File: config.mk
export PLATFORM = sky130hd
export DESIGN_NAME = spi_encoder_reader
export DESIGN_NICKNAME = d
export VERILOG_FILES = /design/src/rtl/spi_encoder_reader.sv
export SDC_FILE = /design/constraint.sdc
export NUM_CORES = 1
export LEC_CHECK = 0
export ABC_CLOCK_PERIOD_IN_PS = 7640
export CAP_MARGIN = 20
export CORE_MARGIN = 3
export CORE_UTILIZATION = 57
export CTS_BUF_LIST = sky130_fd_sc_hd__clkbuf_4 sky130_fd_sc_hd__clkbuf_8 sky130_fd_sc_hd__clkbuf_16
export DETAILED_ROUTE_END_ITERATION = 7
export DONT_BUFFER_PORTS = 1
export HOLD_SLACK_MARGIN = 0.02
export PLACE_DENSITY = 0.72
export SLEW_MARGIN = 10
export SYNTH_ARGS = -nofsm -noshare
export SYNTH_HDL_FRONTEND = slang
export SYNTH_SLANG_ARGS = --single-unit
export TNS_END_PERCENT = 30
File: constraint.sdc
create_clock -name clk -period 7.64 [get_ports clk]
set_input_delay 0.764 -clock clk [delete_from_list [all_inputs] [get_ports clk]]
set_output_delay 0.764 -clock clk [all_outputs]
set_load 0.02 [all_outputs]
File: src/rtl/spi_encoder_reader.sv
// ---------------------------------------------------------------------------
// spi_encoder_reader
// Read-only SPI master for absolute rotary encoders. Clocks in one frame
// MSB-first, extracts the position field and publishes it with a one-cycle
// valid pulse. Works as a one-shot reader or as a continuous poller.
//
// Ports:
//   clk, rst     system clock, synchronous active-high reset
//   enable       block enable; start/continuous ignored while low
//   start        one-shot request, only honoured in IDLE
//   continuous   repeat frames back-to-back while enable is high
//   miso         encoder serial data (asynchronous, synchronised here)
//   sclk, cs_n   registered SPI clock and active-low chip select
//   frame_full   last complete raw frame
//   position     position field of frame_full
//   data_valid   one-cycle pulse when frame_full/position update
//   busy         high whenever the reader is not idle
//   frame_count  completed frames, wraps
// ---------------------------------------------------------------------------
module spi_encoder_reader #(
   parameter int   FRAME_BITS = 24,
   parameter int   DATA_MSB   = 21,
   parameter int   DATA_LSB   = 3,
   parameter int   CLK_DIV    = 100,
   parameter int   CS_SETUP   = 100,
   parameter int   CS_HOLD    = 100,
   parameter int   CS_IDLE    = 200,
   parameter logic CPOL       = 1'b0,
   parameter int   CNT_W      = 16
) (
   input  logic                         clk,
   input  logic                         rst,
   input  logic                         enable,
   input  logic                         start,
   input  logic                         continuous,
   input  logic                         miso,
   output logic                         sclk,
   output logic                         cs_n,
   output logic [FRAME_BITS-1:0]        frame_full,
   output logic [DATA_MSB-DATA_LSB:0]   position,
   output logic                         data_valid,
   output logic                         busy,
   output logic [CNT_W-1:0]             frame_count
);

   localparam int MAX_A  = (CLK_DIV > CS_SETUP) ? CLK_DIV : CS_SETUP;
   localparam int MAX_B  = (CS_HOLD > CS_IDLE) ? CS_HOLD : CS_IDLE;
   localparam int MAX_T  = (MAX_A > MAX_B) ? MAX_A : MAX_B;
   localparam int TMR_W  = $clog2(MAX_T + 1);
   localparam int EDGE_W = $clog2(2 * FRAME_BITS + 1);

   localparam logic [TMR_W-1:0]  SETUP_LOAD = TMR_W'(CS_SETUP - 1);
   localparam logic [TMR_W-1:0]  HALF_LOAD  = TMR_W'(CLK_DIV - 1);
   localparam logic [TMR_W-1:0]  HOLD_LOAD  = TMR_W'(CS_HOLD - 1);
   localparam logic [TMR_W-1:0]  GAP_LOAD   = TMR_W'(CS_IDLE - 1);
   localparam logic [EDGE_W-1:0] LAST_EDGE  = EDGE_W'(2 * FRAME_BITS);

   typedef enum logic [2:0] {
      IDLE,
      SETUP,
      SHIFT,
      HOLD,
      GAP
   } state_t;

   state_t                  state_q, state_d;
   logic [TMR_W-1:0]        tmr_q, tmr_d;
   logic [EDGE_W-1:0]       edge_q, edge_d;
   logic [FRAME_BITS-1:0]   shreg_q, shreg_d;
   logic [FRAME_BITS-1:0]   frame_full_q, frame_full_d;
   logic [CNT_W-1:0]        frame_count_q, frame_count_d;
   logic                    sclk_q, sclk_d;
   logic                    cs_n_q, cs_n_d;
   logic                    data_valid_q, data_valid_d;
   logic                    miso_meta_q, miso_meta_d;
   logic                    miso_sync_q, miso_sync_d;

   // Next-state and datapath logic. One down-counter (tmr) times setup, hold,
   // gap and every sclk half-period; edge counts sclk toggles in SHIFT, with
   // the leading edge issued on entry counted as toggle 1.
   always_comb begin
      state_d       = state_q;
      tmr_d         = tmr_q;
      edge_d        = edge_q;
      shreg_d       = shreg_q;
      frame_full_d  = frame_full_q;
      frame_count_d = frame_count_q;
      sclk_d        = sclk_q;
      cs_n_d        = cs_n_q;
      data_valid_d  = 1'b0;
      miso_meta_d   = miso;
      miso_sync_d   = miso_meta_q;

      case (state_q)
         IDLE: begin
            cs_n_d = 1'b1;
            sclk_d = CPOL;
            if (enable && (start || continuous)) begin
               state_d = SETUP;
               cs_n_d  = 1'b0;
               tmr_d   = SETUP_LOAD;
            end
         end
         SETUP: begin
            if (tmr_q == '0) begin
               state_d = SHIFT;
               sclk_d  = ~CPOL;
               edge_d  = EDGE_W'(1);
               tmr_d   = HALF_LOAD;
            end else begin
               tmr_d = tmr_q - TMR_W'(1);
            end
         end
         SHIFT: begin
            if (tmr_q == '0) begin
               if (edge_q == LAST_EDGE) begin
                  // last half-period at idle level is complete
                  state_d = HOLD;
                  sclk_d  = CPOL;
                  tmr_d   = HOLD_LOAD;
               end else begin
                  sclk_d = ~sclk_q;
                  edge_d = edge_q + EDGE_W'(1);
                  tmr_d  = HALF_LOAD;
                  // returning to idle level is the trailing (sampling) edge
                  if (sclk_q != CPOL) begin
                     shreg_d = {shreg_q[FRAME_BITS-2:0], miso_sync_q};
                  end
               end
            end else begin
               tmr_d = tmr_q - TMR_W'(1);
            end
         end
         HOLD: begin
            if (tmr_q == '0) begin
               state_d       = GAP;
               cs_n_d        = 1'b1;
               frame_full_d  = shreg_q;
               data_valid_d  = 1'b1;
               frame_count_d = frame_count_q + CNT_W'(1);
               tmr_d         = GAP_LOAD;
            end else begin
               tmr_d = tmr_q - TMR_W'(1);
            end
         end
         GAP: begin
            if (tmr_q == '0) begin
               if (enable && continuous) begin
                  state_d = SETUP;
                  cs_n_d  = 1'b0;
                  tmr_d   = SETUP_LOAD;
               end else begin
                  state_d = IDLE;
               end
            end else begin
               tmr_d = tmr_q - TMR_W'(1);
            end
         end
         default: begin
            state_d = IDLE;
            cs_n_d  = 1'b1;
            sclk_d  = CPOL;
         end
      endcase
   end

   // State register with synchronous reset; all outputs are flop-driven.
   always_ff @(posedge clk) begin
      if (rst) begin
         state_q       <= IDLE;
         tmr_q         <= '0;
         edge_q        <= '0;
         shreg_q       <= '0;
         frame_full_q  <= '0;
         frame_count_q <= '0;
         sclk_q        <= CPOL;
         cs_n_q        <= 1'b1;
         data_valid_q  <= 1'b0;
         miso_meta_q   <= 1'b0;
         miso_sync_q   <= 1'b0;
      end else begin
         state_q       <= state_d;
         tmr_q         <= tmr_d;
         edge_q        <= edge_d;
         shreg_q       <= shreg_d;
         frame_full_q  <= frame_full_d;
         frame_count_q <= frame_count_d;
         sclk_q        <= sclk_d;
         cs_n_q        <= cs_n_d;
         data_valid_q  <= data_valid_d;
         miso_meta_q   <= miso_meta_d;
         miso_sync_q   <= miso_sync_d;
      end
   end

   assign sclk        = sclk_q;
   assign cs_n        = cs_n_q;
   assign frame_full  = frame_full_q;
   assign position    = frame_full_q[DATA_MSB:DATA_LSB];
   assign data_valid  = data_valid_q;
   assign busy        = (state_q != IDLE);
   assign frame_count = frame_count_q;

endmodule

[Word-level counts from Yosys, hierarchy flattened]
Index checks and enable logic that the tools add are counted.
W data, S select, Z words.
Storage, ports and cells
  register bits after elaboration: 86
  latch bits: 0
  bits in writable memories: 0
  memory bits (read-only): 0
  output and inout port bits: 63
  logic and storage cells: 78
  memories kept: 0
Operators by class
  add/sub/neg operators: 3
  $mul: 0
  divide/modulo/power cells: 0
  order comparisons: 0
  eq/ne operators: 14
  shift-type cells: 0
  mux-type cells: 27
  bitwise operators: 5
  reductions and logical operators: 18
Operator list (number)
  $mux W8: 5
  $pmux W8 S4: 1
  $mux W3: 6
  $mux W6: 3
  $add A16 B1 Y16 const B: 1
  $ne A2 B2 Y1 const B: 8
  $pmux W3 S5: 1
  $pmux W6 S2: 1
  $reduce_and A4 Y1: 3
  $logic_not A8 Y1: 1
  $mux W1: 8
  $sub A8 B1 Y8 const B: 1
  $add A6 B1 Y6 const B: 1
  $eq A3 B2 Y1 const B: 2
  $eq A6 B6 Y1 const B: 1
  $reduce_and A3 Y1: 2
  $reduce_and A6 Y1: 1
  $reduce_or A2 Y1: 3
  $not A1 Y1: 5
  $pmux W1 S4: 1
  $reduce_bool A4 Y1: 1
  $eq A3 B1 Y1 const B: 1
  $eq A3 B3 Y1 const B: 1
  $logic_not A3 Y1: 1
  other kinds (7): 8

[Depth between registers and ports, before layout]
Gate-level depths: netlist of run 1.
  depth after elaboration: 4
  mapped depth: 10
  depth with buffers taken out: 6

[Worst setup path after synthesis of run 1]
Ideal clock, no wire load.
  kind: register -> register
  start: reg tmr_q[0]
  end: reg frame_count_q[11], in the netlist frame_count[11]
  arrival time: 2.508 ns
  required time: 7.570 ns
  path slack: 5.061 ns
  stages on the path, launching flop included: 10
  period minus slack after synthesis: 2.579 ns
  path through: dfxtp_1 > clkbuf_1 > inv_1 > ha_1 > or3b_2 > clkbuf_1 > or4_4 > buf_6 > or4_1 > a21oi_1
On the way
  word-level cells in the longest chain between the ends: 2
RTL lines
  from (decl): RTL line 67  | logic [TMR_W-1:0] tmr_q, tmr_d;
  from (signal assigned): RTL line 183  | tmr_q <= tmr_d;
  $logic_not A8 Y1: RTL line 135  | if (tmr_q == '0) begin
  $reduce_and A2 Y1 (no line)
  to (signal assigned): RTL line 187  | frame_count_q <= frame_count_d;
  to (decl): RTL line 71  | logic [CNT_W-1:0] frame_count_q, frame_count_d;
Every way passes these cells.
A chain may end at the register's enable or synchronous reset.

[Worst setup path after layout of run 1]
  start: reg tmr_q[0]
  end: reg frame_count_q[5], in the netlist frame_count[5]
Same word-level chain as after synthesis.

==> results of run 1 <==
-- worst paths after layout --
check | from | to | slack, ns | cells after the start
worst min register to register | shreg_q[11] | frame_full[11] | 0.45 | 2
worst min-delay path | shreg_q[11] | frame_full[11] | 0.45 | 2
worst max-delay path | tmr_q[0] | frame_count[5] | 4.63 | 6
worst max register to register | tmr_q[0] | frame_count[5] | 4.63 | 6
-- final cells by class --
type / count / area, µm²
tap: 77 / 96.3
clock buffer: 9 / 124
fill: 584 / 2490
sequential: 86 / 1720
inverter: 10 / 37.5
clock inverter: 6 / 95.1
multi-input combinational: 307 / 1940
timing repair buffer: 4 / 33.8
-- sequential cells by signal, summed over array words and instances, names as in the netlist --
register,count
shreg_q,24
miso_sync_q,1
tmr_q,8
miso_meta_q,1
edge_q,6
frame_full,24
state_q,3
frame_count,16
data_valid,1
cs_n,1
sclk,1
-- critical path: cells and delay by family, from the launching register on --
family	cells	cell delay, ns
simple gates	3	2.14
compound gates	1	0.14
fa+ha+maj	1	0.17
buf+inv	1	0.10
flops	1	0.38
-- kinds of logic after synthesis --
| logic type | count (synthesis) |
|---|---|
| DFF | 86 |
| muxes | 28 |
| adders and majority gates | 5 |
| AOI/OAI and AO/OA | 98 |
| buffers and inverters | 60 |
| xor gates and xnor gates | 4 |
| and+or+nand+nor | 172 |
-- power by group --
group	leakage [nW]	internal (mW)	switching, mW	total (mW)
clock	0.104	0.186	0.165	0.351
sequential	0.695	0.461	0.0209	0.482
combinational	0.465	0.0516	0.0848	0.136
total	1.26	0.698	0.271	0.969
-- routing by layer --
metal | wire length (µm) | part of all wire | up-vias | track usage
met5 | 0 | 0 | - | 0
met4 | 161 | 0.021 | 0 | 0.0974
met3 | 555 | 0.071 | 10 | 0.0544
met2 | 3420 | 0.44 | 86 | 0.308
met1 | 3670 | 0.47 | 1422 | 0.275
li1 | - | - | 1531 | -
-- cell usage in the layout, fill, tap and decap left out, types with 3 or more instances in the layout --
cell type  instances
inv_1              9
nand2b_1          30
mux2i_1           26
or3_1              6
dfxtp_1           86
o21a_1             3
o21ai_0            5
clkbuf_8           9
a31oi_1            5
a21oi_1           45
and3_1             3
a211oi_1           6
o31ai_1           11
nand2_1           60
ha_1               5
nor3b_1            4
or4_1             15
buf_4              3
nor3_1             8
nor2_1             8
nand4_1            6
nor2b_1            5
nand3_1           14
==> impl_metrics.csv, run 1 <==
group,metric,value,unit
setup_path,worstSetupStartpointType,"flop",
logic_synthesis,synth_area_leaders,"dfxtp_1 43%, mux2i_1 6.6%, a21oi_1 5.7%, nand2_1 5.7%, nand2b_1 4.7%",
flow_run,maxCapViolations,0,
global_route,grt_pass1_wl,13000,µm
clock_network,cts_resized,0,
route,drc_errors,0,
setup_path,cp_max_fo,17,
logic_synthesis,synth_flop_cell,"dfxtp_1",
layout,drive_above_1_share,0.0664,
logic_synthesis,synth_top_family_by_area,"simple AND/OR/NAND/NOR gates",
route,postRouteAntennaNets,0,
timing,rsz0062_at_grt,"false",
logic_synthesis,yosys.area_share.simple,0.233,
timing,fmax,332,MHz
clock_network,cts_buffers,9,
timing,fin_crit_sh,0.394,
place,port_buffers,0,
timing,worst_pin_slew,0.936,ns
layout,num_antenna_cells,0,
setup_path,cp_slowest_cell,"nor3b_1",
logic_synthesis,synthesis.area,3960,µm²
clock_network,postCtsHoldBufs,0,
timing,max-slew-margin-rel,0.375,
clock_network,clock_sinks,86,
timing,setup_violations,0,
floorplan,io_pins,69,
min_path,hp-class,"reg -> reg",
route,drt_iter0_markers,131,
logic_synthesis,synth_common_cells,"86 x dfxtp_1, 60 x nand2_1, 45 x a21oi_1, 30 x nand2b_1, 26 x mux2i_1",
floorplan,die_h,89.4,µm
layout,utilization,0.619,
clock_network,cts.path.max_buffers,2,
floorplan,fp-row-count,29,
timing,fin_hold_ws,0.455,ns
logic_synthesis,async_flop_share,0,
clock_network,cts_root_buf,"clkbuf_8",
logic_synthesis,avgSynthCellArea,8.75,µm²
setup_path,worst_ep_required_time,7.92,ns
route,vias,3049,
layout,area_growth,2.08,%
pwr,p_leak,1.26,nW
global_route,grt_usage,0.205,
timing,fin_ws,4.63,ns
timing,slew_violations,0,
timing,fin_crit,3.01,ns
floorplan,die_x,89.4,µm
clock_network,clk_latency,0.35,ns
logic_synthesis,synth_edf_count,0,
setup_path,slowest_delay,0.77,ns
logic_synthesis,synth-compound-area-share,0.158,
floorplan,die-area,7990,µm²
layout,finalNonFillerCells,499,
floorplan,coreArea,6530,µm²
layout,final_cell_area,4050,µm²
clock_network,cts_tree,"built",
global_route,grt_overflow,0,
logic_synthesis,yosys.cell_count.top_type,"dfxtp_1",
logic_synthesis,synth-seq-cells,86,
route,vias_per_cell,6.11,
route,wl_per_cell,15.7,µm
logic_synthesis,yosysWarnings,0,
timing,tns,0,ns
pwr,totalPowerFinal,0.969,mW
logic_synthesis,synthMuxAreaShare,0.0714,
timing,fin_skew,0.00784,ns
place,hpwlAfterDp,4950,µm
layout,fin_nets,429,
logic_synthesis,synth_fa_ha_area_frac,0.0158,
setup_path,cp-end-kind,"flop",
logic_synthesis,synth_top_area_cell,"dfxtp_1",
logic_synthesis,netlist.area_leader.share,0.434,
logic_synthesis,synth_seq_area_share,0.434,
logic_synthesis,syn_inst,453,
timing,hold_viol,0,
clock_network,htree_num_levels,3,
setup_path,crit_chain,"inv_1 > ha_1 > nor3b_1 > nand3_1 > or4_1 > a21oi_1",
logic_synthesis,mappedNetlistNets,464,
clock_network,cts.clk_slew.worst_paths,0.09,ns
place,place.gp.congestion,0.864,
logic_synthesis,synth_cell_types,54,
place,post_dp_cell_area,3810,µm²
pwr,p_per_area,240,nW/µm²
route,drt_first_pass_iters,4,
global_route,grt_max_degree,96,
setup_path,worstPathArrival,3.29,ns
logic_synthesis,synth_xor_area_frac,0.00884,
clock_network,post-cts-setup-buffers,0,
global_route,antenna_found_initial,0,
pwr,vdd_drop_max,0.105,mV
floorplan,initial_utilization,0.607,
place,dpl.cell_count,483,
route,drt-total-wl,7810,µm
global_route,first_global_vias,2790,
setup_path,critPathKind,"reg -> reg",
run_status,outcome,"finished, final reports clean",
place,dp_slack,4.19,ns
No activity file was read; power rests on OpenSTA's default activity.
==> run 2, diff against run 1 <==
--- a/config.mk
+++ b/config.mk
@@ -5,7 +5,7 @@
 export SDC_FILE = /design/constraint.sdc
 export NUM_CORES = 1
 export LEC_CHECK = 0
-export ABC_CLOCK_PERIOD_IN_PS = 7640
+export ABC_CLOCK_PERIOD_IN_PS = 2600
 export CAP_MARGIN = 20
 export CORE_MARGIN = 3
 export CORE_UTILIZATION = 57
@@ -13,7 +13,7 @@
 export DETAILED_ROUTE_END_ITERATION = 7
 export DONT_BUFFER_PORTS = 1
 export HOLD_SLACK_MARGIN = 0.02
-export PLACE_DENSITY = 0.72
+export PLACE_DENSITY = 0.75
 export SLEW_MARGIN = 10
 export SYNTH_ARGS = -nofsm -noshare
 export SYNTH_HDL_FRONTEND = slang
==> constraint.sdc (replaced) <==
create_clock -name clk -period 2.6 [get_ports clk]
set_input_delay 0.26 -clock clk [delete_from_list [all_inputs] [get_ports clk]]
set_output_delay 0.26 -clock clk [all_outputs]
set_load 0.02 [all_outputs]
==> run 2 against run 1 <==
Against the previous run: clock power increased to 2.7 times the previous value; register-to-register slack worse by 4.5 ns; first-iteration DRC count rose by 15%; via count rose by 3.3%; sequential power increased to 2.9 times the previous value; largest power group unchanged; critical path depth unchanged; hold slack lost 0.41 ns; fmax is 22% higher.
==> impl_metrics.csv, run 2 (same netlist as run 1, synthesis figures left out) <==
group,metric,value,unit
run_status,outcome,"finished, final reports clean",
layout,drive_above_1_share,0.0878,
setup_path,r2r-end,"frame_count[15]",
clock_network,htree_num_levels,3,
clock_network,cts_tree,"built",
place,place.gp.congestion,0.905,
min_path,hp-class,"in -> reg",
clock_network,clk_latency,0.35,ns
route,drt_iter0_markers,151,
global_route,grt_pass1_wl,13200,µm
setup_path,worstPathArrival,2.76,ns
layout,utilization,0.633,
setup_path,crit_family,"simple AND/OR/NAND/NOR gates",
route,drt_first_pass_iters,5,
timing,fin_ws,0.126,ns
route,vias,3151,
setup_path,worstSetupStartpointType,"flop",
floorplan,io_pins,69,
floorplan,die-area,7990,µm²
pwr,p_per_area,687,nW/µm²
timing,max-slew-margin-rel,0.697,
floorplan,initial_utilization,0.607,
layout,final_common_cell,"dfxtp_1",
setup_path,reg2reg_slack,0.13,ns
timing,fmax,404,MHz
clock_network,cts_buffers,9,
global_route,grt_usage,0.210,
layout,fin_nets,439,
layout,area_growth,4.29,%
floorplan,die_h,89.4,µm
setup_path,path_depth,6,
timing,fin_crit_sh,0.951,
global_route,antenna_found_initial,0,
setup_path,cp-end-kind,"flop",
setup_path,critPathKind,"reg -> reg",
clock_network,post-cts-setup-buffers,0,
floorplan,fp-row-count,29,
flow_run,maxCapViolations,0,
min_path,hp-start,"miso",
timing,fin_skew,0.00713,ns
timing,fin_crit,2.47,ns
min_path,holdPathStages,1,
route,wl_per_cell,15.9,µm
floorplan,die_x,89.4,µm
timing,worst_pin_slew,0.453,ns
setup_path,slowest_delay,0.61,ns
place,dp_slack,0.150,ns
layout,final_cell_mix,"86 x dfxtp_1, 60 x nand2_1, 45 x a21oi_1",
clock_network,clock_sinks,86,
setup_path,path_buf_inv,1,
timing,hold_viol,0,
clock_network,cts.clk_slew.worst_paths,0.08,ns
setup_path,cp_max_fo,20,
route,postRouteAntennaNets,0,
timing,slew_violations,0,
setup_path,r2r_start,"tmr_q[0]",
global_route,grt_overflow,0,
timing,setup_violations,0,
floorplan,coreArea,6530,µm²
setup_path,cp_slowest_cell,"or4_4",
route,drc_errors,0,
pwr,vdd_drop_max,0.517,mV
setup_path,worst_ep_required_time,2.89,ns
clock_network,cts.path.max_buffers,2,
place,port_buffers,0,
layout,num_antenna_cells,0,
clock_network,postCtsHoldBufs,2,
timing,tns,0,ns
clock_network,cts_resized,0,
pwr,p_leak,1.32,nW
global_route,grt_max_degree,53,
place,hpwlAfterDp,5250,µm
timing,rsz0062_at_grt,"false",
clock_network,cts_root_buf,"clkbuf_8",
setup_path,r2r_cells,6,
route,drt-total-wl,8100,µm
min_path,holdPathEnd,"miso_meta_q",
global_route,first_global_vias,2878,
setup_path,crit_chain,"inv_1 > ha_1 > or3b_2 > or4_4 > or4_1 > a21oi_1",
route,vias_per_cell,6.18,
[run 2: cell count changes in the layout (fill, tap and decap cells not counted), sizes merged]
| cell | before | now |
|---|---|---|
| bufinv | 2 | 1 |
| clkinv | 1 | 2 |
| clkinvlp | 2 | 1 |
| clkbuf | 9 | 12 |
| inv | 11 | 10 |
| buf | 4 | 13 |
| dlygate4sd3 | 0 | 1 |
[run 2: worst max path at each step]
| stage | end | startpoint | slack, ns |
|---|---|---|---|
| final | frame_count[15] | tmr_q[0] | 0.13 |
| after global routing | frame_count[11] | tmr_q[0] | 0.04 |
| after CTS | frame_count[15] | tmr_q[0] | 0.14 |
| after detailed placement | frame_count[15] | tmr_q[0] | 0.15 |
| after global placement | frame_count[9] | tmr_q[0] | 0.20 |
| after floorplan | frame_count[11] | tmr_q[0] | 0.02 |
[run 2: layout make-up]
class	count	area [µm²]
repair buffers	14	133
well taps	77	96.3
inverters	10	37.5
multi-input cells	307	1940
clock inverters	4	55.1
flip-flops and latches	86	1720
fillers	577	2400
clock buffers	12	153
[run 2: layer usage]
layer,global-route usage,vias up,share of wire
met5,0,-,0
met4,0.0825,0,0.018
met3,0.0682,9,0.062
met2,0.332,101,0.46
met1,0.265,1484,0.45
li1,-,1557,-
[run 2: metrics by stage]
| stage | hold slack (ns) | std cells | power [mW] | area [µm²] |
|---|---|---|---|---|
| after detailed placement | 0.343 | 492 | 1.89 | 3890 |
| after global placement | 0.338 | 492 | 1.88 | 3890 |
| after global routing | 0.0327 | 510 | 2.96 | 4130 |
| after floorplan | 0.388 | 453 | 1.77 | 3960 |
| after CTS | 0.0372 | 510 | 2.85 | 4130 |
| final | 0.0402 | 510 | 2.84 | 4130 |
[run 2: power by group]
group          internal (mW)  switching (mW)  total [mW]
combinational          0.194           0.287       0.480
clock                  0.497           0.461       0.958
sequential              1.35          0.0482        1.40
total                   2.04           0.796        2.84
